$ cat src/rtl/vga_pkg.sv
// Shared VGA timing constants: default 640x480@60 mode, derived totals and
// sync polarity encodings.
package vga_pkg;

  localparam int DEF_H_ACTIVE = 640;
  localparam int DEF_H_FP     = 16;
  localparam int DEF_H_SYNC   = 96;
  localparam int DEF_H_BP     = 48;
  localparam int DEF_V_ACTIVE = 480;
  localparam int DEF_V_FP     = 10;
  localparam int DEF_V_SYNC   = 2;
  localparam int DEF_V_BP     = 33;

  localparam bit SYNC_ACTIVE_LOW  = 1'b0;
  localparam bit SYNC_ACTIVE_HIGH = 1'b1;

  function automatic int axis_total(int active, int fp, int sync, int bp);
    return active + fp + sync + bp;
  endfunction

  localparam int DEF_H_TOTAL = axis_total(DEF_H_ACTIVE, DEF_H_FP, DEF_H_SYNC, DEF_H_BP);
  localparam int DEF_V_TOTAL = axis_total(DEF_V_ACTIVE, DEF_V_FP, DEF_V_SYNC, DEF_V_BP);

endpackage

$ cat src/rtl/vga_axis_counter.sv
// One raster axis: wrapping position counter. count/sync_region/in_active
// describe the position after this clock edge so the top can register them.
module vga_axis_counter
  import vga_pkg::*;
#(
  parameter int ACTIVE = DEF_H_ACTIVE,
  parameter int FP     = DEF_H_FP,
  parameter int SYNC   = DEF_H_SYNC,
  parameter int BP     = DEF_H_BP,
  parameter int CW     = 11
) (
  input  logic          clk,
  input  logic          reset_n,
  input  logic          enable,
  output logic [CW-1:0] count,
  output logic          wrap,
  output logic          sync_region,
  output logic          in_active
);

  localparam int TOTAL      = axis_total(ACTIVE, FP, SYNC, BP);
  localparam int SYNC_START = ACTIVE + FP;
  localparam int SYNC_END   = SYNC_START + SYNC;

  logic [CW-1:0] count_q;

  assign wrap = enable && (count_q == CW'(TOTAL - 1));

  always_comb begin
    count = count_q;
    if (wrap)
      count = '0;
    else if (enable)
      count = count_q + CW'(1);
  end

  assign sync_region = (count >= CW'(SYNC_START)) && (count < CW'(SYNC_END));
  assign in_active   = (count < CW'(ACTIVE));

  always_ff @(posedge clk) begin
    if (!reset_n)
      count_q <= '0;
    else
      count_q <= count;
  end

endmodule

$ cat src/rtl/vga_timing_gen.sv
// Parametrised VGA raster timing generator with frame-latched coordinate
// scaling, line/frame pulses, sticky vblank interrupt and frame counter.
module vga_timing_gen
  import vga_pkg::*;
#(
  parameter int H_ACTIVE   = DEF_H_ACTIVE,
  parameter int H_FP       = DEF_H_FP,
  parameter int H_SYNC     = DEF_H_SYNC,
  parameter int H_BP       = DEF_H_BP,
  parameter int V_ACTIVE   = DEF_V_ACTIVE,
  parameter int V_FP       = DEF_V_FP,
  parameter int V_SYNC     = DEF_V_SYNC,
  parameter int V_BP       = DEF_V_BP,
  parameter bit H_SYNC_POL = SYNC_ACTIVE_LOW,
  parameter bit V_SYNC_POL = SYNC_ACTIVE_LOW,
  parameter int CW         = 11
) (
  input  logic          clk,
  input  logic          reset_n,
  input  logic          pixel_strobe,
  input  logic [1:0]    scale,
  input  logic          irq_ack,
  output logic          hsync,
  output logic          vsync,
  output logic          active,
  output logic [CW-1:0] x,
  output logic [CW-1:0] y,
  output logic          line_start,
  output logic          frame_start,
  output logic          vblank_irq,
  output logic [15:0]   frame_count
);

  localparam logic [CW-1:0] Y_BLANK = CW'(V_ACTIVE - 1);

  logic [CW-1:0] h_next, v_next;
  logic          h_wrap, v_wrap, h_sync, v_sync, h_act, v_act;
  logic          frame_wrap, vblank_set;
  logic [1:0]    scale_q, scale_next;

  vga_axis_counter #(
    .ACTIVE(H_ACTIVE), .FP(H_FP), .SYNC(H_SYNC), .BP(H_BP), .CW(CW)
  ) u_h (
    .clk(clk), .reset_n(reset_n), .enable(pixel_strobe),
    .count(h_next), .wrap(h_wrap), .sync_region(h_sync), .in_active(h_act)
  );

  // h_wrap already includes the strobe, so v steps once per line.
  vga_axis_counter #(
    .ACTIVE(V_ACTIVE), .FP(V_FP), .SYNC(V_SYNC), .BP(V_BP), .CW(CW)
  ) u_v (
    .clk(clk), .reset_n(reset_n), .enable(h_wrap),
    .count(v_next), .wrap(v_wrap), .sync_region(v_sync), .in_active(v_act)
  );

  assign frame_wrap = h_wrap && v_wrap;
  assign vblank_set = h_wrap && (v_next == CW'(V_ACTIVE));
  assign scale_next = frame_wrap ? scale : scale_q;

  always_ff @(posedge clk) begin
    if (!reset_n) begin
      scale_q     <= scale;
      hsync       <= ~H_SYNC_POL;
      vsync       <= ~V_SYNC_POL;
      active      <= 1'b1;
      x           <= '0;
      y           <= '0;
      line_start  <= 1'b0;
      frame_start <= 1'b0;
      vblank_irq  <= 1'b0;
      frame_count <= '0;
    end else begin
      scale_q     <= scale_next;
      hsync       <= h_sync ? H_SYNC_POL : ~H_SYNC_POL;
      vsync       <= v_sync ? V_SYNC_POL : ~V_SYNC_POL;
      active      <= h_act && v_act;
      x           <= h_act ? (h_next >> scale_next) : '0;
      y           <= v_act ? (v_next >> scale_next) : (Y_BLANK >> scale_next);
      line_start  <= h_wrap;
      frame_start <= frame_wrap;
      // A coincident ack loses so software never misses a new vblank.
      if (vblank_set)
        vblank_irq <= 1'b1;
      else if (irq_ack)
        vblank_irq <= 1'b0;
      if (frame_wrap)
        frame_count <= frame_count + 16'd1;
    end
  end

endmodule
$ cat config.mk
export PLATFORM = sky130hd
export DESIGN_NAME = vga_timing_gen
export DESIGN_NICKNAME = d
export VERILOG_FILES = /design/src/rtl/vga_pkg.sv /design/src/rtl/vga_axis_counter.sv /design/src/rtl/vga_timing_gen.sv
export SDC_FILE = /design/constraint.sdc
export NUM_CORES = 1
export LEC_CHECK = 0
export BUFFER_PORTS_ARGS = -buffer_cell sky130_fd_sc_hd__buf_2
export CAP_MARGIN = 20
export CORE_MARGIN = 2
export CORE_UTILIZATION = 60
export DETAILED_ROUTE_END_ITERATION = 7
export GPL_TIMING_DRIVEN = 0
export PLACE_DENSITY_LB_ADDON = 0.12
export SYNTH_ARGS = -nofsm -noshare
export SYNTH_HDL_FRONTEND = slang
export SYNTH_HIERARCHICAL = 1
export SYNTH_SLANG_ARGS = --single-unit
$ cat constraint.sdc
create_clock -name clk -period 8.55 [get_ports clk]
set_input_delay 0.4275 -clock clk [delete_from_list [all_inputs] [get_ports clk]]
set_output_delay 0.4275 -clock clk [all_outputs]
set_load 0.03 [all_outputs]
=== After elaboration in Yosys (flattened, before gate mapping) ===
Cells that the tools add are included.

* Order comparisons: 6
* Add/sub/neg operators: 3
* Equality and inequality tests: 3
* Multiplexer cells: 11
* Shifts and indexed selects: 3
* Reduce and logical (&&, ||, !) cells: 9

{| class="wikitable"
|+ Operators with widths
! operator !! number
|-
| $mux W11 || 5
|-
| $add A11 B1 Y11 const B || 2
|-
| $eq A11 B10 Y1 const B || 2
|-
| $lt A11 B10 Y1 const B || 2
|-
| $lt A11 B9 Y1 const B || 2
|-
| $shr A11 B2 Y11 || 2
|-
| $add A16 B1 Y16 const B || 1
|-
| $eq A11 B9 Y1 const B || 1
|-
| $ge A11 B10 Y1 const B || 1
|-
| $ge A11 B9 Y1 const B || 1
|-
| $shr A9 B2 Y11 const A || 1
|-
| $logic_and A1 B1 Y1 || 7
|-
| $mux W1 || 4
|-
| $mux W2 || 2
|-
| $reduce_and A2 Y1 || 1
|-
| $reduce_bool A2 Y1 || 1
|}

* Word-level logic and storage cells: 47
* Register bits: 68

=== Logic depth before layout (Yosys ltp) ===
* Depth in word-level cells: 7
* Depth in mapped cells: 15

=== Cells and area by module ===
Netlist, hierarchy kept.

{| class="wikitable"
|+ Modules (own cells, without submodules)
! module !! instances !! cells an instance !! area an instance (µm²)
|-
| vga_timing_gen || 1 || 208 || 1,980.6
|-
| vga_axis_counter at u_h || 1 || 92 || 779.5
|-
| vga_axis_counter at u_v || 1 || 82 || 752.0
|}

=== Worst setup path after synthesis ===
Ideal clock, no wire load.

* Kind: input to register
* From: input port pixel_strobe
* To: register y[5]
* Required time: 8,422 ps
* Path buffers: 5
* Stages on the path: 15
* Arrival time: 3,131 ps
* Library setup time: 128 ps
* Path slack: 5,291 ps
* Path through: buf_6 and4_4 buf_6 nand4_2 inv_1 buf_4 nor4bb_1 and4_1 buf_2 a21oi_4 a311oi_2 clkbuf_1 inv_1 a211oi_1 o22ai_1

* Elaborated cells between the ends (all ways): 10
* Those cells by class: 1 x order compare; 2 x shift; 4 x mux; 3 x reduce/logical

{| class="wikitable"
|+ RTL lines
! item !! line !! text
|-
| start: declaration || vga_timing_gen.sv:20 || <nowiki>input logic pixel_strobe,</nowiki>
|-
| $logic_and A1 B1 Y1 || vga_axis_counter.sv:27 || <nowiki>assign wrap = enable && (count_q == CW'(TOTAL - 1));</nowiki>
|-
| net h_wrap || vga_timing_gen.sv:37 || <nowiki>logic h_wrap, v_wrap, h_sync, v_sync, h_act, v_act;</nowiki>
|-
| $logic_and A1 B1 Y1 || vga_axis_counter.sv:27 ||
|-
| net v_wrap || vga_timing_gen.sv:37 ||
|-
| $mux W11 || vga_axis_counter.sv:31 || <nowiki>if (wrap)</nowiki>
|-
| net v_next[9] || vga_timing_gen.sv:36 || <nowiki>logic [CW-1:0] h_next, v_next;</nowiki>
|-
| $lt A11 B9 Y1 || vga_axis_counter.sv:38 || <nowiki>assign in_active = (count < CW'(ACTIVE));</nowiki>
|-
| net v_act || vga_timing_gen.sv:37 ||
|-
| $mux W11 || vga_timing_gen.sv:78 || <nowiki>y <= v_act ? (v_next >> scale_next) : (Y_BLANK >> scale_next);</nowiki>
|-
| end signal: assignment || vga_timing_gen.sv:78 ||
|-
| end: declaration || vga_timing_gen.sv:27 || <nowiki>output logic [CW-1:0] y,</nowiki>
|}

The timed path passes the listed nets, and every way through them passes these cells.
A chain may end at the register's enable or synchronous reset.

=== Final worst setup path ===
* From: register u_h.count_q[5]
* To: register y[5]

* Elaborated cells between the ends (all ways): 11
* Those cells by class: 1 x order compare; 1 x eq/ne; 2 x shift; 4 x mux; 3 x reduce/logical

{| class="wikitable"
|+ RTL lines
! item !! line !! text
|-
| start: declaration || vga_axis_counter.sv:25 || <nowiki>logic [CW-1:0] count_q;</nowiki>
|-
| start signal: assignment || vga_axis_counter.sv:44 || <nowiki>count_q <= count;</nowiki>
|-
| $eq A11 B10 Y1 || vga_axis_counter.sv:27 ||
|-
| $logic_and A1 B1 Y1 || vga_axis_counter.sv:27 ||
|-
| net h_wrap || vga_timing_gen.sv:37 ||
|-
| $logic_and A1 B1 Y1 || vga_axis_counter.sv:27 ||
|-
| net v_wrap || vga_timing_gen.sv:37 ||
|-
| $mux W11 || vga_axis_counter.sv:31 ||
|-
| net v_next[9] || vga_timing_gen.sv:36 ||
|-
| $lt A11 B9 Y1 || vga_axis_counter.sv:38 ||
|-
| net v_act || vga_timing_gen.sv:37 ||
|-
| $mux W11 || vga_timing_gen.sv:78 ||
|}

The timed path passes the listed nets, and every way through them passes these cells.

==> metrics <==
Fin Hold WS=344 ps; via density per instance=5.74; Post-DRT Antenna Nets=0; CP Cell Sequence=buf_6, nor4_1, nand4_2, inv_1, buf_4, nor4bb_1, and4_1, buf_2, a21oi_4, a311oi_2, clkbuf_1, inv_1, a211oi_1, o22ai_1; clock slew at reported path FFs=80 ps; Initial Utilization=63.0%; share of layout cells above drive strength 1=24.7%; pre-CTS setup slack=4630 ps; Final nets=451; Core Rows=27; slew at the pin closest to its max-slew limit=552 ps; Syn Nets=392; largest net degree at the start of global routing=16; Crit. End Element=register; worst rel slew slack=63.0%; Post-Syn Instances=382; CTS tree=yes; Clk Latency, worst-skew pair=340 ps; global placer's final weighted congestion=0.880; status=finished, final reports clean; CP peak stage delay=410 ps; R2R Path End=y[5]$_SDFF_PN0_; R2R setup slack=4550 ps; die area=6480 um2; Setup TNS=0 ps; Critical Path Start Type=register; initial antenna violation count=0; hold crit path type=in -> reg; crit path kind=reg -> reg; drt wl/cell=15.1 um; Setup Buffers After CTS=0; Final Setup Violations=0; Clock Tree Root=clkbuf_8; Worst Setup EP=y[5]$_SDFF_PN0_; drt first-iter violations=186; vias in the first global route=2796; via count=2974; clock tree buffer depth=2; IO buf count=48; Num CTS Buffers=9; synthesis-to-finish area growth=15.1%; Leakage=1.72 nW; Hold Buf Count CTS=0; min-delay src=scale[1]; dpl hpwl=5.68 mm; Distinct cells, synth=69; Crit path top cell by count=inv_1; grt total ovfl=0; Clock Sinks=68; Crit path max-delay family=buffers and inverters; worst r2r src=u_h/count_q[5]$_SDFF_PN0_; Setup crit start=u_h/count_q[5]$_SDFF_PN0_; CORE AREA=5570 um2; CP Depth=14; Post-synth EDFFs=0; VDD IR max=120 uV; post-cts resize count=0; critical path fanouts, max=14; max-cap violation count=0; sequential-to-total area share from yosys stat=38.8%; dpl cell area=3840 um2; Ports=50; Reg2Reg Depth=14; synthesized cell area=3510 um2; DRT Pass-1 Iters=4; Most used DFF post-synth=dfxtp_1; Post-Route WL=7.83 mm; FF+latch count, synth=68; DRC=0; first-pass GRT wire length=13.0 mm; Req. time, crit path=8770 ps; final worst slack=4550 ps; Pins Over Slew Limit=0; Tot Pwr=638 uW; Min Clock Period, post-route=4000 ps; Diodes inserted=0; synth warn=6; CP max-delay cell=inv_1; Final Core Density=72.5%; Die Ht=80.5 um; fmax=0.250 GHz; async set-or-reset flop fraction in the synthesized netlist=0%; fin cells=518; final worst path period share=46.7%; CP bufs+invs=6; number of H-tree levels=3; GRT Util Overall=25.8%; RSZ-0062 raised after global routing=no; Clock Skew=8.62 ps; CP arrival=4210 ps; Avg Cell Area, Syn=9.19 um2; Hold Fails Final Rpt=0; DP Cell Count=502; design area=4040 um2; Die Width=80.5 um; power per cell area=158 nW/um2
==> layer usage <==
layer | vias up | global-route usage (%) | part of all wire (%)
met3 | 8 | 6.29 | 5.6
met2 | 90 | 43.0 | 48
met5 | - | 0 | 0
met4 | 0 | 8.31 | 1.1
li1 | 1477 | - | -
met1 | 1399 | 32.7 | 45
==> synthesized netlist by cell type (all sizes together), types with 6 or more instances <==
master,instances,area (um2)
a21oi,12,71.3
and2,15,100
buf,14,124
dfxtp,68,1360
inv,16,60.1
mux2i,16,173
nand2,35,134
nand2b,6,37.5
nand3,19,105
nand4,15,145
nor2,42,165
nor3,9,50.1
nor4,6,43.8
o22ai,12,75.1
xnor2,18,165
xor2,10,87.6
==> power by group <==
group	total [mW]	switching (mW)	internal [mW]
sequential	0.323	0.00214	0.321
clock	0.268	0.126	0.142
combinational	0.0468	0.0295	0.0173
==> final cells by class <==
type                       instances  area (um2)
sequential                        68        1360
multi-input combinational        280        1950
timing repair buffer              48         240
fill                             458        1530
buffer                            18         139
clock buffer                      10         138
tap                               72        90.1
clock inverter                     6        63.8
inverter                          16        60.1
==> worst min path at each step <==
stage	to	slack [ps]	cells past startpoint
6_report	scale_q[1]$_DFF_P_	340	2
5_1_grt	scale_q[1]$_DFF_P_	330	2
4_1_cts	scale_q[1]$_DFF_P_	330	2
3_5_place_dp	frame_count[15]$_SDFFE_PN0P_	480	2
3_3_place_gp	frame_count[15]$_SDFFE_PN0P_	460	2
2_1_floorplan	u_v/count_q[9]$_SDFF_PN0_	520	2
==> flip-flops by register name (all words and copies together), names as in the netlist <==
signal       flops
u_v/count_q     11
x               11
frame_count     16
y               11
frame_start      1
hsync            1
scale_q          2
u_h/count_q     11
vblank_irq       1
line_start       1
active           1
vsync            1
==> cells by family (layout without fill, tap and decap cells) <==
kind of cell,Yosys count,after routing,synth area share (%)
fa+ha+maj,4,4,1.43
xor+xnor,28,28,7.20
simple gates,170,170,27.8
mux,18,18,5.77
compound gates,60,60,13.4
buf+inv,34,98,5.66
flops,68,68,38.8
==> layout by cell type, fill, tap and decap left out, types with 10 or more instances in the layout <==
cell type  Yosys  routed
a21oi_1       11      11
and2_1        11      11
buf_2          3      51
clkbuf_8       0      10
dfxtp_1       68      68
inv_1         16      16
mux2i_1       15      15
nand2_1       34      34
nand3_1       17      17
nand4_1       11      11
nor2_1        41      41
o22ai_1       12      12
xnor2_1       17      17
xor2_1        10      10
Power figures use the tool's default switching activity.
